$ cat config.mk
export PLATFORM = sky130hd
export DESIGN_NAME = branch_resolve_queue
export DESIGN_NICKNAME = d
export VERILOG_FILES = /design/src/rtl/branch_resolve_queue.sv
export SDC_FILE = /design/constraint.sdc
export NUM_CORES = 1
export LEC_CHECK = 0
export ABC_AREA = 0
export ABC_CLOCK_PERIOD_IN_PS = 4470
export BUFFER_PORTS_ARGS = -buffer_cell sky130_fd_sc_hd__buf_2
export CAP_MARGIN = 20
export CORE_UTILIZATION = 52
export DETAILED_ROUTE_END_ITERATION = 7
export PLACE_DENSITY = 0.76
export SYNTH_ARGS = -nofsm -noshare
export SYNTH_HDL_FRONTEND = slang
export SYNTH_SLANG_ARGS = --single-unit
$ cat constraint.sdc
create_clock -name clk -period 4.47 [get_ports clk]
set_clock_uncertainty 0.05 [all_clocks]
set_input_delay 0.894 -clock clk [delete_from_list [all_inputs] [get_ports clk]]
set_output_delay 0.894 -clock clk [all_outputs]
set_load 0.02 [all_outputs]
$ cat src/rtl/branch_resolve_queue.sv
// branch_resolve_queue
// In-order FIFO of predicted branches between fetch and EX. Each resolve pops
// the oldest entry, emits a registered predictor update and, when the
// prediction was wrong, a one-cycle mispredict strobe with the redirect PC
// while flushing every younger (wrong-path) entry.
//
// Ports:
//   clk, rst (async, active-low)
//   push_valid/push_pred/push_idx/push_pc/push_target : new predicted branch
//   resolve_valid/resolve_taken/resolve_target        : outcome of the head
//   full, empty                                       : combinational from count
//   count                                             : occupancy
//   upd_valid/upd_taken/upd_idx                       : predictor update (registered)
//   mispredict/redirect_pc                            : flush/redirect (registered)
//   underflow                                         : sticky resolve-on-empty
//   mispredict_cnt                                    : saturating mispredict counter
module branch_resolve_queue #(
  parameter int unsigned GSHARE_BITS_NUM      = 5,
  parameter int unsigned OPTION_OPERAND_WIDTH = 10,
  parameter int unsigned DEPTH                = 4
) (
  input  logic                              clk,
  input  logic                              rst,
  input  logic                              push_valid,
  input  logic                              push_pred,
  input  logic [GSHARE_BITS_NUM-1:0]        push_idx,
  input  logic [OPTION_OPERAND_WIDTH-1:0]   push_pc,
  input  logic [OPTION_OPERAND_WIDTH-1:0]   push_target,
  input  logic                              resolve_valid,
  input  logic                              resolve_taken,
  input  logic [OPTION_OPERAND_WIDTH-1:0]   resolve_target,
  output logic                              full,
  output logic                              empty,
  output logic [$clog2(DEPTH):0]            count,
  output logic                              upd_valid,
  output logic                              upd_taken,
  output logic [GSHARE_BITS_NUM-1:0]        upd_idx,
  output logic                              mispredict,
  output logic [OPTION_OPERAND_WIDTH-1:0]   redirect_pc,
  output logic                              underflow,
  output logic [15:0]                       mispredict_cnt
);

  localparam int unsigned PTR_W = $clog2(DEPTH);
  localparam int unsigned CNT_W = PTR_W + 1;
  localparam int unsigned PC_W  = OPTION_OPERAND_WIDTH;

  typedef struct packed {
    logic                       pred;
    logic [GSHARE_BITS_NUM-1:0] idx;
    logic [PC_W-1:0]            pc;
    logic [PC_W-1:0]            target;
  } entry_t;

  entry_t           mem [DEPTH];
  logic [PTR_W-1:0] rd_ptr;
  logic [PTR_W-1:0] wr_ptr;

  entry_t           head_c;
  logic             do_resolve_c;
  logic             mis_c;
  logic             push_ok_c;
  logic [PC_W-1:0]  redirect_c;

  // Status flags straight from the occupancy count.
  assign full  = (count == CNT_W'(DEPTH));
  assign empty = (count == '0);

  // Head evaluation, mispredict detection and push acceptance.
  always_comb begin
    head_c       = mem[rd_ptr];
    do_resolve_c = resolve_valid && !empty;
    mis_c        = 1'b0;
    redirect_c   = head_c.pc + PC_W'(1);
    if (do_resolve_c) begin
      mis_c = (head_c.pred != resolve_taken) ||
              (head_c.pred && resolve_taken && (head_c.target != resolve_target));
    end
    if (resolve_taken) begin
      redirect_c = resolve_target;
    end
    // A pop in the same cycle frees a slot; a mispredict makes the push wrong-path.
    push_ok_c = push_valid && !mis_c && (!full || do_resolve_c);
  end

  // Entry storage; not reset, validity is tracked by the pointers/count.
  always_ff @(posedge clk) begin
    if (push_ok_c) begin
      mem[wr_ptr] <= '{pred: push_pred, idx: push_idx, pc: push_pc, target: push_target};
    end
  end

  // Pointers and occupancy.
  always_ff @(posedge clk or negedge rst) begin
    if (!rst) begin
      rd_ptr <= '0;
      wr_ptr <= '0;
      count  <= '0;
    end else if (mis_c) begin
      rd_ptr <= '0;
      wr_ptr <= '0;
      count  <= '0;
    end else begin
      if (do_resolve_c) rd_ptr <= rd_ptr + PTR_W'(1);
      if (push_ok_c)    wr_ptr <= wr_ptr + PTR_W'(1);
      unique case ({push_ok_c, do_resolve_c})
        2'b10:   count <= count + CNT_W'(1);
        2'b01:   count <= count - CNT_W'(1);
        default: count <= count;
      endcase
    end
  end

  // Predictor update, redirect and error/statistics outputs.
  always_ff @(posedge clk or negedge rst) begin
    if (!rst) begin
      upd_valid      <= 1'b0;
      upd_taken      <= 1'b0;
      upd_idx        <= '0;
      mispredict     <= 1'b0;
      redirect_pc    <= '0;
      underflow      <= 1'b0;
      mispredict_cnt <= '0;
    end else begin
      upd_valid  <= do_resolve_c;
      mispredict <= mis_c;
      if (do_resolve_c) begin
        upd_taken <= resolve_taken;
        upd_idx   <= head_c.idx;
      end
      if (mis_c) begin
        redirect_pc <= redirect_c;
        if (mispredict_cnt != 16'hFFFF) mispredict_cnt <= mispredict_cnt + 16'd1;
      end
      if (resolve_valid && empty) underflow <= 1'b1;
    end
  end

endmodule

==> impl_metrics.json <==
{
  "status": "finished, violations left",
  "violations": "design-rule violations",
  "hold_viol": 0,
  "leakage_nw": 2.943,
  "post_cts_resized": 0,
  "path_class": "reg2reg",
  "rows": 39,
  "cp_data_arrival_time_ps": 4120,
  "rsz0062_at_grt": "false",
  "finalCriticalPeriod_ps": 3860,
  "route.vias.total": 3599,
  "ys.warnings.count": 0,
  "holdCritPathClass": "in2async",
  "grt_pass1_wl_um": 19750,
  "power_density_nw_per_um2": 648.6,
  "clk_latency_ps": 410,
  "clkTransAtPathRegs_ps": 60,
  "ys_ff_latch": 146,
  "cp-end-kind": "flip-flop",
  "dieWidth_um": 111.5,
  "die_h_um": 111.5,
  "final_net_count": 539,
  "grt_pass1_vias": 3754,
  "drive_gt1_share_pct": 32.80,
  "syn_inst": 398,
  "netlist_area_um2": 6231,
  "n_fill_cell": 835,
  "globalplace.congestion": 0.8082,
  "synth_nets": 447,
  "synth_ff_type": "edfxtp_1",
  "relSlewSlack_pct": 50.29,
  "async_reset_ff_share_pct": 28.77,
  "final-setup-viol-count": 0,
  "synth_edf_count": 104,
  "ir_drop_uv": 314.5,
  "htree_num_levels": 4,
  "post_cts_buffers": 0,
  "fin_tns_setup_ps": 0,
  "clock_sinks": 146,
  "cp-start-kind": "flip-flop",
  "cts_tree": "yes",
  "routed_wirelength_um": 12210,
  "portBuffers": 80,
  "maxSlewViolCount": 0,
  "drtIter0Drc": 236,
  "fmax_ghz": 0.2590,
  "area_delta_synth_final_pct": 19.30,
  "drc_errors": 8,
  "postCtsHoldBufs": 0,
  "worst_slew_pin_slew_ps": 745.6,
  "avgRoutedWirePerCell_um": 18.89,
  "crit_required_ps": 4730,
  "cts_made_buffers": 17,
  "initial_utilization_pct": 53.88,
  "final_util_pct": 64.28,
  "core_um2": 11560,
  "postSynthAreaPerCell_um2": 15.66,
  "via_per_inst": 5.571,
  "ioPinCount": 81,
  "drv_cap": 0,
  "yosysUniqueCellTypes": 42,
  "ys_seq_area_share_pct": 66.99,
  "drt-pass1-iter-count": 7,
  "clock_path_buffers": 2,
  "track_usage_pct": 21.55,
  "min_period_over_period_pct": 86.36,
  "grt_max_degree": 43,
  "ant_nets": 0,
  "n_antenna_cell": 0,
  "gr-total-overflow": 0,
  "seq_area_um2": 4174,
  "hpwl_um": 8010,
  "clock_tree.root_cell": "clkbuf_16",
  "cp_max_fo": 12,
  "antenna_found_initial": 0,
  "die_area_um2": 12420,
  "multiInputGateArea_um2": 1944
}
==> flip-flops by register name, indices dropped and copies added (netlist names) <==
name	flops
mispredict	1
rd_ptr	2
redirect_pc	10
underflow	1
mispredict_cnt	16
wr_ptr	2
count	3
mem	104
upd_idx	5
upd_taken	1
upd_valid	1
==> cells by family after synthesis <==
logic type	share of synthesized area, %
adder cells (fa/ha/maj)	1.727
buffers and inverters	1.807
flip-flops	66.99
AO/OA/AOI/OAI	3.213
AND/OR/NAND/NOR	8.735
XOR/XNOR	4.920
multiplexers	12.61
==> report_power, final <==
group / total, mW / internal (mW) / switching [mW]
logic: 1.39 / 0.575 / 0.816
registers: 1.97 / 1.79 / 0.173
clock network: 1.46 / 0.954 / 0.510
==> placed cells by master (no fill, tap or decap), types with 2 or more instances in the layout <==
cell and instances:
mux4_2 22, and3_1 6, nand2_1 42, a221oi_1 3
a21oi_1 3, xor2_1 25, nor4_1 6, clkinv_2 6
mux2_2 10, xnor2_1 10, o21ai_0 18, nor2_1 14
mux4_1 2, nor3_1 11, clkbuf_8 2, mux2i_1 5
buf_2 80, clkbuf_16 17, mux2_4 5, nand3_1 9
edfxtp_1 104, bufinv_16 4, nand4_1 3, buf_4 8
dfrtp_1 42, nor4b_1 4, or2_2 3, ha_1 7
inv_1 8, and2_1 7
==> path summary, 6_finish.rpt <==
check                      slack, ps  cells after the start                             to                   from
min reg2reg                      410                      1          underflow$_DFFE_PN0P_  underflow$_DFFE_PN0P_
max reg2reg                      610                     11           count[1]$_DFFE_PN0P_  rd_ptr[0]$_DFFE_PN0P_
max in group asynchronous       3480                      2          wr_ptr[0]$_DFFE_PN0P_                    rst
max                              610                     11           count[1]$_DFFE_PN0P_  rd_ptr[0]$_DFFE_PN0P_
min in group clk                 410                      1          underflow$_DFFE_PN0P_  underflow$_DFFE_PN0P_
min                              390                      1  mispredict_cnt[8]$_DFFE_PN0P_                    rst
==> routing by layer <==
layer | GRT usage, % | vias to the layer above | share of wire, % | wire [µm]
met4 | 9.099 | 0 | 1.6 | 201
met3 | 5.171 | 18 | 5.5 | 669
li1 | - | 1679 | - | -
met1 | 26.84 | 1796 | 42 | 5153
met5 | 0 | - | 0 | 0
met2 | 36.33 | 106 | 51 | 6181
==> through the flow <==
stage	hold WS, ps	power [mW]	area, µm²	instances	worst slack, ps
finish	394.9	4.822	7433	646	609.6
global route	415.3	5.056	7433	646	392.1
CTS	421.4	4.869	7406	645	579.1
detailed placement	409.0	3.390	6788	613	681.2
global placement	387.5	3.337	6788	613	723.3
floorplan	492.0	2.959	6231	398	382.9
==> Yosys cell counts, drive strengths merged, types with 7 or more instances <==
| cell | number | share of area, % |
|---|---|---|
| nor3 | 11 | 0.88 |
| dfrtp | 42 | 17 |
| ha | 7 | 1.4 |
| o21ai | 20 | 1.8 |
| clkbuf | 9 | 0.54 |
| nand2 | 42 | 2.5 |
| mux4 | 24 | 8.8 |
| edfxtp | 104 | 50 |
| buf | 7 | 0.78 |
| nand3 | 9 | 0.72 |
| xnor2 | 10 | 1.4 |
| xor2 | 25 | 3.5 |
| inv | 8 | 0.48 |
| and2 | 7 | 0.70 |
| nor4 | 7 | 0.80 |
| nor2 | 15 | 1.0 |
| mux2 | 15 | 3.0 |
==> cell type report <==
cell class / instances / share of cell area [%]
clock buffer: 20 / 6.144
multi-input combinational: 228 / 26.16
sequential: 146 / 56.15
tap: 143 / 2.407
clock inverter: 12 / 2.171
timing repair buffer: 89 / 6.565
inverter: 8 / 0.4040
==> worst max-delay path, stage by stage (launching register included) <==
cell	delay, ps
dfrtp_1	720
mux4_1	640
xor2_1	170
nor4_2	360
o211ai_2	180
nor2_1	120
buf_4	150
nor2_1	60
o21ai_0	210
fa_1	470
or3_1	380
a221oi_1	230
No activity file was read; power rests on OpenSTA's default activity.
